==> config.mk <==
export PLATFORM = sky130hd
export DESIGN_NAME = lsu_ctrl
export DESIGN_NICKNAME = d
export VERILOG_FILES = /design/src/rtl/lsu_pkg.sv /design/src/rtl/lsu_fault_check.sv /design/src/rtl/lsu_ctrl.sv
export SDC_FILE = /design/constraint.sdc
export NUM_CORES = 1
export LEC_CHECK = 0
export BUFFER_PORTS_ARGS = -buffer_cell sky130_fd_sc_hd__buf_4
export CORE_MARGIN = 8
export CORE_UTILIZATION = 34
export DETAILED_ROUTE_END_ITERATION = 16
export GPL_TIMING_DRIVEN = 0
export SYNTH_ARGS = -nofsm -noshare
export SYNTH_HDL_FRONTEND = slang
export SYNTH_SLANG_ARGS = --single-unit
export TNS_END_PERCENT = 10
==> constraint.sdc <==
create_clock -name clk -period 1.7 [get_ports clk]
set_input_delay 0.17 -clock clk [delete_from_list [all_inputs] [get_ports clk]]
set_output_delay 0.17 -clock clk [all_outputs]
set_load 0.02 [all_outputs]
==> src/rtl/lsu_pkg.sv <==
// Shared types for the load/store control stage: width codes, FSM states,
// fault codes and the latched request record.
package lsu_pkg;

   localparam logic [2:0] SIGNED_B   = 3'b000;
   localparam logic [2:0] SIGNED_H   = 3'b001;
   localparam logic [2:0] WORD       = 3'b010;
   localparam logic [2:0] UNSIGNED_B = 3'b100;
   localparam logic [2:0] UNSIGNED_H = 3'b101;

   typedef enum logic [1:0] {
      ST_IDLE   = 2'd0,
      ST_ACCESS = 2'd1,
      ST_RESP   = 2'd2
   } lsu_state_t;

   typedef enum logic [1:0] {
      FLT_OK       = 2'b00,
      FLT_MISALIGN = 2'b01,
      FLT_RANGE    = 2'b10,
      FLT_LOCKED   = 2'b11
   } lsu_fault_t;

   typedef struct packed {
      logic        we;
      logic [2:0]  funct3;
      logic [31:0] addr;
      logic [31:0] wdata;
      logic [4:0]  rd;
   } lsu_req_t;

endpackage

==> src/rtl/lsu_fault_check.sv <==
// Combinational request classifier: width legality, alignment, address range
// and locked-region stores, reported by priority as one lsu_fault_t.
module lsu_fault_check
   import lsu_pkg::*;
#(
   parameter int          DEPTH_WORDS = 200,
   parameter logic [31:0] PROT_BASE   = 32'h0000_0060,
   parameter logic [31:0] PROT_BYTES  = 32'h10
) (
   input  logic        we,
   input  logic [2:0]  funct3,
   input  logic [31:0] addr,
   input  logic        lock,
   output lsu_fault_t  fault
);

   localparam logic [31:0] ADDR_LIMIT = 32'(4 * DEPTH_WORDS);
   localparam logic [31:0] PROT_END   = PROT_BASE + PROT_BYTES;

   logic width_ok;
   logic misaligned;
   logic in_range;
   logic in_prot;

   always_comb begin
      width_ok   = 1'b0;
      misaligned = 1'b0;
      case (funct3)
         SIGNED_B, SIGNED_H, WORD: width_ok = 1'b1;
         UNSIGNED_B, UNSIGNED_H:   width_ok = ~we;   // unsigned codes are load-only
         default:                  width_ok = 1'b0;
      endcase
      case (funct3)
         SIGNED_H, UNSIGNED_H: misaligned = addr[0];
         WORD:                 misaligned = |addr[1:0];
         default:              misaligned = 1'b0;
      endcase
      in_range = addr < ADDR_LIMIT;
      in_prot  = (addr >= PROT_BASE) && (addr < PROT_END);

      fault = FLT_OK;
      if (!width_ok)                 fault = FLT_RANGE;
      else if (misaligned)           fault = FLT_MISALIGN;
      else if (!in_range)            fault = FLT_RANGE;
      else if (we && lock && in_prot) fault = FLT_LOCKED;
   end

endmodule

==> src/rtl/lsu_ctrl.sv <==
// Load/store control stage in front of the RV32I data memory: IDLE/ACCESS/RESP
// handshake FSM. Optional store lock on a protected region: LSU_REGION_LOCK_EN.
module lsu_ctrl
   import lsu_pkg::*;
#(
   parameter int          DEPTH_WORDS = 200,
   parameter logic [31:0] PROT_BASE   = 32'h0000_0060,
   parameter logic [31:0] PROT_BYTES  = 32'h10
) (
   input  logic        clk,
   input  logic        reset,
`ifdef LSU_REGION_LOCK_EN
   input  logic        unlock_req,
   input  logic        lock_req,
   output logic        lock_state,
`endif
   input  logic        req_valid,
   output logic        req_ready,
   input  logic        req_we,
   input  logic [2:0]  req_funct3,
   input  logic [31:0] req_addr,
   input  logic [31:0] req_wdata,
   input  logic [4:0]  req_rd,
   output logic        mem_en,
   output logic        mem_we,
   output logic [2:0]  mem_width,
   output logic [31:0] mem_addr,
   output logic [31:0] mem_wdata,
   input  logic [31:0] mem_rdata,
   output logic        rsp_valid,
   input  logic        rsp_ready,
   output logic [31:0] rsp_rdata,
   output logic [4:0]  rsp_rd,
   output logic [1:0]  rsp_fault
);

   lsu_state_t state, state_nxt;
   lsu_req_t   req_q;
   lsu_fault_t fault_q, fault_in;
   logic [31:0] rdata_q;
   logic        lock;

`ifdef LSU_REGION_LOCK_EN
   logic lock_q;

   // lock_req has priority so a simultaneous request leaves the region locked
   always_ff @(posedge clk) begin
      if (reset)           lock_q <= 1'b1;
      else if (lock_req)   lock_q <= 1'b1;
      else if (unlock_req) lock_q <= 1'b0;
   end

   assign lock       = lock_q;
   assign lock_state = lock_q;
`else
   assign lock = 1'b0;
`endif

   lsu_fault_check #(
      .DEPTH_WORDS (DEPTH_WORDS),
      .PROT_BASE   (PROT_BASE),
      .PROT_BYTES  (PROT_BYTES)
   ) u_fault_check (
      .we     (req_we),
      .funct3 (req_funct3),
      .addr   (req_addr),
      .lock   (lock),
      .fault  (fault_in)
   );

   always_ff @(posedge clk) begin
      if (reset) begin
         state   <= ST_IDLE;
         req_q   <= '0;
         fault_q <= FLT_OK;
         rdata_q <= '0;
      end else begin
         state <= state_nxt;
         case (state)
            ST_IDLE: begin
               if (req_valid) begin
                  req_q   <= '{we: req_we, funct3: req_funct3, addr: req_addr,
                               wdata: req_wdata, rd: req_rd};
                  fault_q <= fault_in;
                  rdata_q <= '0;
               end
            end
            ST_ACCESS: begin
               if (!req_q.we) rdata_q <= mem_rdata;
            end
            default: ;
         endcase
      end
   end

   always_comb begin
      state_nxt = state;
      req_ready = 1'b0;
      mem_en    = 1'b0;
      mem_we    = 1'b0;
      mem_width = '0;
      mem_addr  = '0;
      mem_wdata = '0;
      rsp_valid = 1'b0;
      rsp_rdata = '0;
      rsp_rd    = '0;
      rsp_fault = FLT_OK;
      case (state)
         ST_IDLE: begin
            req_ready = 1'b1;
            if (req_valid) state_nxt = (fault_in == FLT_OK) ? ST_ACCESS : ST_RESP;
         end
         ST_ACCESS: begin
            mem_en    = 1'b1;
            // reset gates the write combinationally so memory's negedge write is dropped
            mem_we    = req_q.we & ~reset;
            mem_width = req_q.funct3;
            mem_addr  = req_q.addr;
            mem_wdata = req_q.wdata;
            state_nxt = ST_RESP;
         end
         ST_RESP: begin
            rsp_valid = 1'b1;
            rsp_rdata = rdata_q;
            rsp_rd    = req_q.rd;
            rsp_fault = fault_q;
            if (rsp_ready) state_nxt = ST_IDLE;
         end
         default: state_nxt = ST_IDLE;
      endcase
   end

endmodule
==> results.md, run 1 <==
- Type of the worst setup path: reg -> out
- Area taken by flip-flops and latches: roughly 0.0022 mm2
- Vert. Die Dim: 132 um
- Power Density: between 700 and 800 mW/mm2
- Share of post-route cells with drive strength above 1: a little under two fifths
- Count of distinct cell types in the synthesized netlist: 29
- Final #Nets: ~920
- Growth of design area from synthesis to finish: 56.8%
- WP data arrival: approximately 1500 ps
- Most frequently used flop master after synthesis: sky130_fd_sc_hd__dfxtp_1
- Antenna diode instance count: 0
- Average cell area after synthesis: slightly below 8 um2
- Share of synthesized registers carrying an async set or reset: 0%
- Netlist area before placement: approximately 0.0046 mm2
- Top post-synthesis cells by area: sky130_fd_sc_hd__dfxtp_1 47%, sky130_fd_sc_hd__and2_1 14%, sky130_fd_sc_hd__nand2_1 12%
- Status: completed
- Post-layout utilization of the core: 54.4%
- Vias/cell: around 4.7
- Detailed-route DRC error count: 0
- Number of buffers created by CTS: 9
- Max-capacitance violation count: 0
- Final estimated routing congestion in global placement: ~0.78
- Critical path's slowest cell: sky130_fd_sc_hd__dfxtp_4
- Headroom to the max-slew limit: roughly three fifths
- Worst-path fanout max: 10
- Largest area contributor in the synthesized netlist: sky130_fd_sc_hd__dfxtp_1
- Type of destination of the critical path: output port
- Die ar.: 0.0175 mm2
- Number of flops mapped to enable cells by yosys: 0
- Wire length per cell: about 16 um
- Final period demand of the worst path: around 1700 ps
- RSZ-0062 raised after global routing: yes
- CORE AREA: 0.0132 mm2
- Max rail drop VDD: roughly 0.00041 V
- X dimension of the die: ~130 um
- Hold WC Path Type: in -> reg
- Instance count of the mapped netlist: just under 600
- Share of Yosys cell area claimed by the top area cell type: between 40% and 50%
- Clock tree skew after final layout: around 6.5 ps
- Number of global-route vias before repair: about 4700
- Number of nets produced by synthesis: 691
- Pin slew with the least headroom to its limit: 606 ps
- Maximum clock rate: between 500 and 600 MHz
- Total wire length: between 15000 and 20000 um
- Number of core rows: 42
- Static leakage: 0.00321 uW
- Synth Register Bits: between 100 and 150
- Antenna violations before repair: 0
- Total power: approximately 5400 uW
- Critical path launch point type: flop
- Final setup violation count: 0
- Clock tree from TritonCTS: done
- Total via count after detailed routing: around 4700
- Initial core utilization: 34.7%
- Most frequent cells after synthesis: 147 x sky130_fd_sc_hd__nand2_1, 109 x sky130_fd_sc_hd__dfxtp_1, 106 x sky130_fd_sc_hd__and2_1, 76 x sky130_fd_sc_hd__a21oi_1, 38 x sky130_fd_sc_hd__nor2_1
- Warnings from Yosys: 0
- First-pass iteration count of the detailed router: 4
- Sequential cell area fraction in the yosys report: between 40% and 50%
- Register-to-Register Setup Slack: ~100 ps
- Clock Tree Buf Depth: 2
- First-pass GRT wire length: roughly 25000 um
- Fillcell total: approximately 1300
- Worst path most repeated cell: sky130_fd_sc_hd__buf_6
- Combined area of the multi-input logic cells: approximately 0.0023 mm2
- Dpl hpwl: ~12000 um
- ANT nets after route: 0
- Final Max Tran Viols: 0
- Critical path, cell by cell: nor2b_4 -> buf_8 -> buf_6 -> and2_1 -> buf_6
- Most repeated cell in the gate-level netlist after synthesis: sky130_fd_sc_hd__nand2_1
- H-tree level count: 3
- CTS Sinks: 109
- Biggest cell delay along the critical path: ~380 ps
- Number of hold buffers added after cts: 0
- Number of top-level pins: 219
- Final cycle utilization of the critical path: 98.8%
- Worst-path clk slew: around 70 ps
- GR Util All Layers: roughly 17%
- Pin count of the biggest net entering global routing: 16
- Number of endpoints with negative hold slack in the final report: 0
- Number of violations reported at the end of detailed-routing iteration 0: 220
- Clk_lat worst skew: ~350 ps
- Final global-route overflow total: 0
- Library cell used as clock root buffer: sky130_fd_sc_hd__clkbuf_16
- Buffers added on ports: roughly 220
- Endpoint required time on the critical path: between 1500 and 2000 ps
## state kept, by name, summed over array words and instances (netlist names)
name and count:
req_q 73, rdata_q 32, fault_q 2, state 2
## path summary, 6_finish.rpt
| path | endpoint | from | cells past startpoint |
|---|---|---|---|
| max | mem_width[1] | state[0]$_SDFFE_PP0P_ | 5 |
| min | req_q[40]$_SDFFE_PP0P_ | req_addr[3] | 3 |
| max reg2reg | rdata_q[17]$_SDFFE_PP0P_ | state[0]$_SDFFE_PP0P_ | 8 |
| min reg2reg | req_q[17]$_SDFFE_PP0P_ | req_q[17]$_SDFFE_PP0P_ | 2 |
## stage by stage
stage	cells	setup slack (ps)	TNS [ps]	cell area, um2	hold slack [ps]
3_5_place_dp	976	-70.6	-487	6450	428
5_1_grt	993	-44.8	-864	7200	64.8
2_1_floorplan	582	248	0	4590	306
6_report	993	20.9	0	7200	67.8
3_3_place_gp	976	-61.7	-321	6450	418
4_1_cts	991	-32.1	-243	6830	54.8
## cells by family (layout without fill, tap and decap cells)
group	Yosys count	after routing	synth area share [%]
DFF	109	109	47.5
and+or+nand+nor	310	310	32.6
AOI/OAI and AO/OA	113	113	14.4
buffers and inverters	49	284	5.34
xor gates and xnor gates	1	1	0.191
## cell usage in the layout (no fill, tap or decap), drive strengths merged, types with 2 or more instances in the layout
cell type	Yosys	layout
nor2	39	39
a21oi	76	76
nor3	2	2
nor3b	2	2
nand2	147	147
a22oi	32	32
buf	20	248
nor2b	3	3
and2	106	106
or3b	2	2
nor4	5	5
clkbuf	28	34
dfxtp	109	109
## repair_timing
action	in CTS	in global routing
gates cloned	0	2
buffers inserted	0	0
gates resized for setup	35	113
endpoints found under the setup margin	109	83
pin swaps	0	13
## worst max-delay path: cells and delay by family, from the launching register on
kind	cells	cell delay (ps)
buffers and inverters	3	420
flip-flops	1	380
AND/OR/NAND/NOR	2	360
## layout make-up
cell class / instances / area share (%)
plain buffers: 48 / 4.71
flip-flops and latches: 109 / 30.4
well taps: 176 / 3.06
inverters: 1 / 0.0521
clock inverters: 1 / 0.0695
repair buffers: 220 / 26.1
multi-input cells: 424 / 31.8
clock buffers: 14 / 3.80
## where the power goes
part / internal [uW] / total (uW) / switching, uW
logic: 312 / 648 / 336
registers: 2660 / 2720 / 55.5
clock network: 1110 / 2000 / 898
## metal layers
layer	global-route usage, %	part of all wire [%]	vias to the layer above
li1	-	-	2348
met1	21.0	45	2139
met2	27.2	45	157
met3	6.90	8.6	13
met4	6.18	1.5	0
met5	0	0	-
Note: power is estimated with default switching activity, not from simulation.
==> run 2, diff against run 1 <==
--- a/config.mk
+++ b/config.mk
@@ -6,10 +6,13 @@
 export NUM_CORES = 1
 export LEC_CHECK = 0
 export BUFFER_PORTS_ARGS = -buffer_cell sky130_fd_sc_hd__buf_4
+export CELL_PAD_IN_SITES_DETAIL_PLACEMENT = 1
+export CELL_PAD_IN_SITES_GLOBAL_PLACEMENT = 2
 export CORE_MARGIN = 8
-export CORE_UTILIZATION = 34
+export CORE_UTILIZATION = 25
 export DETAILED_ROUTE_END_ITERATION = 16
 export GPL_TIMING_DRIVEN = 0
+export PLACE_DENSITY_LB_ADDON = 0.1
 export SYNTH_ARGS = -nofsm -noshare
 export SYNTH_HDL_FRONTEND = slang
 export SYNTH_SLANG_ARGS = --single-unit
==> run 2 against run 1 <==
Effect of this change: worst hold slack worse by 3.3 ps; sequential share of layout area up 0.65 points; clock skew down 0.88 ps; clock-buffer cell count down 2; combinational power up 3.4%; utilization down 15 points; critical endpoint is now mem_addr[12]; highest routed layer unchanged; largest cell class unchanged; global-route usage down 2.1 points; non-clock buffer count up 1.
==> results.md, run 2 (same netlist as run 1, synthesis figures left out) <==
- Length of routed met3 wiring: 1380 um (about the same)
- Total via count after detailed routing: 4762 (+2.3%)
- Number of core rows: 49 (+17%)
- Total power: 5530 uW (+2.9%)
- Endpoint required time on the critical path: 1530 ps (about the same)
- Vert. Die Dim: 152 um (+15%)
- Critical path's slowest cell: sky130_fd_sc_hd__dfxtp_4
- Final estimated routing congestion in global placement: 0.764 (-2.4%)
- Final cycle utilization of the critical path: 98.0% (-0.77 points)
- Commonest cells after routing, fill and taps aside: 217 x sky130_fd_sc_hd__buf_4, 147 x sky130_fd_sc_hd__nand2_1, 107 x sky130_fd_sc_hd__dfxtp_1
- Number of buffers created by CTS: 9 (unchanged)
- Logic depth of the worst path, buffers included: 5 (unchanged)
- Total wire length: 18000 um (+12%)
- Detailed-route DRC error count: 0 (unchanged)
- CTS Sinks: 109 (unchanged)
- First-pass GRT wire length: 27400 um (+11%)
- Final global-route overflow total: 0 (unchanged)
- Pin count of the biggest net entering global routing: 17 (+1)
- Worst-path fanout max: 10 (unchanged)
- Clock tree skew after final layout: 5.66 ps (-0.878 ps)
- Worst path buffer plus inverter count: 3 (unchanged)
- CORE AREA: 0.0180 mm2 (+36%)
- Die ar.: 0.0230 mm2 (+31%)
- Number of endpoints with negative hold slack in the final report: 0 (unchanged)
- RSZ-0062 raised after global routing: yes
- Final setup violation count: 0 (unchanged)
- Clock Tree Buf Depth: 2 (unchanged)
- Max-capacitance violation count: 0 (unchanged)
- Growth of design area from synthesis to finish: 53.5%
- Critical path, cell by cell: nor2b_4 -> buf_6 -> clkbuf_8 -> and2_1 -> buf_4
- Library cell used as clock root buffer: sky130_fd_sc_hd__clkbuf_16
- Number of top-level pins: 219 (unchanged)
- Proportion of power drawn by flip-flops and latches: 49.1% (-1.5 points)
- ANT nets after route: 0 (unchanged)
- Highest metal layer with signal wires: met4
- Vias/cell: 4.55 (-3.0%)
- First-pass iteration count of the detailed router: 4 (unchanged)
- Met2 WL: 8750 um (+21%)
- H-tree level count: 3 (unchanged)
- Biggest cell delay along the critical path: 360 ps (-20 ps)
- Clock tree from TritonCTS: done
- Sum of negative setup slack: 0 ps (unchanged)
- Setup slack of the critical path after layout: 33.9 ps (+13.0 ps)
- Combinational group share of total power: 12.1% (about the same)
- Type of destination of the critical path: output port
- Hold WC Path Type: in -> reg
- Largest registers: req_q x73, rdata_q x32
- Final Max Tran Viols: 0 (unchanged)
- Buffers added on ports: 218 (unchanged)
- Number of flip-flops in the largest register: 73 (unchanged)
- Headroom to the max-slew limit: 54.4% (-5.2 points)
- Power Density: 784 mW/mm2 (+5.1%)
- Status: completed
- Final period demand of the worst path: 1670 ps (-13.0 ps)
- Portion of total power attributed to the clock network: 38.7% (+1.4 points)
- Number of hold buffers added after cts: 0 (unchanged)
- GR Util All Layers: 15.2% (-2.1 points)
- WP data arrival: 1500 ps (about the same)
- Critical path launch point type: flop
- Dpl hpwl: 14000 um (+14%)
- X dimension of the die: 152 um (+15%)
- Maximum clock rate: 600 MHz (+0.78%)
- Worst Hold Path Cells: 3 (unchanged)
- Pin slew with the least headroom to its limit: 685 ps (+78.5 ps)
- Wire length on met1: 7620 um (+5.2%)
- Final #Nets: 923 (+0.11%)
- Internal power: 4160 uW (+2.0%)
- Share of total power consumed by net switching: 24.7% (+0.65 points)
- Antenna diode instance count: 0 (unchanged)
- Share of post-route cells with drive strength above 1: 34.2% (-3.8 points)
- Max rail drop VDD: 0.000434 V (+6.4%)
- R2R depth: 6 (-2)
- Register containing the most flip-flops in the final layout: req_q
- Pre-CTS setup slack: -209 ps (-138 ps)
- Static leakage: 0.00315 uW (-2.0%)
- Antenna violations before repair: 0 (unchanged)
- Number of global-route vias before repair: 5099 (+7.7%)
- Worst-path clk slew: 70 ps (about the same)
- Type of the worst setup path: reg -> out
- Sw power: 1360 uW (+5.7%)
- Final hold slack: 64.5 ps (-3.32 ps)
- Leading cell type in the layout, fill and taps excluded: sky130_fd_sc_hd__buf_4
- Initial core utilization: 25.5% (-9.2 points)
- Number of violations reported at the end of detailed-routing iteration 0: 161 (-27%)
- Wire length per cell: 17.2 um (+6.2%)
- Clk_lat worst skew: 350 ps (about the same)
- Largest delay share family, worst path: buffers and inverters
[run 2: cell count changes in the layout (fill, tap and decap cells not counted), sizes merged]
cell	previous run	this run
clkinvlp	0	1
bufinv	0	1
clkbuf	34	38
buf	248	243
[run 2: what timing repair did]
item | CTS | global route
pin swaps | 1 | 0
gates cloned | 2 | 0
resized for setup | 48 | 24
setup endpoints to repair | 163 | 135
setup buffers | 1 | 0
[run 2: worst register-to-register path, stage by stage, from the launching register on]
cell                      delay [ps]
sky130_fd_sc_hd__dfxtp_4         370
sky130_fd_sc_hd__or3b_1          390
sky130_fd_sc_hd__buf_2           170
sky130_fd_sc_hd__buf_4           180
sky130_fd_sc_hd__buf_2           200
sky130_fd_sc_hd__nand2_1         100
sky130_fd_sc_hd__a21oi_1          70
[run 2: layout make-up]
type,instances,area [um2]
clock inverters,3,46.3
inverters,1,3.75
flip-flops and latches,109,2190
fillers,2213,11000
clock buffers,12,246
repair buffers,221,1720
plain buffers,48,360
well taps,229,287
multi-input cells,424,2200
[run 2: per-stage QoR]
stage / cells / instance area [um2] / utilization (%)
3_3_place_gp: 1029 / 6520 / 36.2
5_1_grt: 1047 / 7050 / 39.1
2_1_floorplan: 582 / 4590 / -
3_5_place_dp: 1029 / 6520 / 36.2
4_1_cts: 1047 / 6990 / 38.8
6_report: 1047 / 7050 / 39.1
[run 2: final timing paths]
check	start	to	slack [ps]
hold reg to reg	req_q[5]$_SDFFE_PP0P_	req_q[5]$_SDFFE_PP0P_	450
hold / removal	req_addr[3]	req_q[40]$_SDFFE_PP0P_	60
setup / recovery	state[0]$_SDFFE_PP0P_	mem_addr[12]	30
setup reg to reg	state[1]$_SDFFE_PP0P_	req_q[69]$_SDFFE_PP0P_	90
[run 2: layer usage]
| metal | global-route usage [%] | up-vias |
|---|---|---|
| met3 | 4.25 | 14 |
| met4 | 4.90 | 0 |
| li1 | - | 2348 |
| met1 | 18.1 | 2260 |
| met5 | 0 | - |
| met2 | 26.1 | 140 |
[run 2: power groups by stage]
| stage | Sequential [uW] | Combinational, uW | Clock [uW] |
|---|---|---|---|
| floorplan | 2760 | 321 | 0 |
| global placement | 2770 | 651 | 0 |
| detailed placement | 2780 | 667 | 0 |
| CTS | 2720 | 683 | 2220 |
| global route | 2730 | 743 | 2320 |
| finish | 2720 | 670 | 2140 |
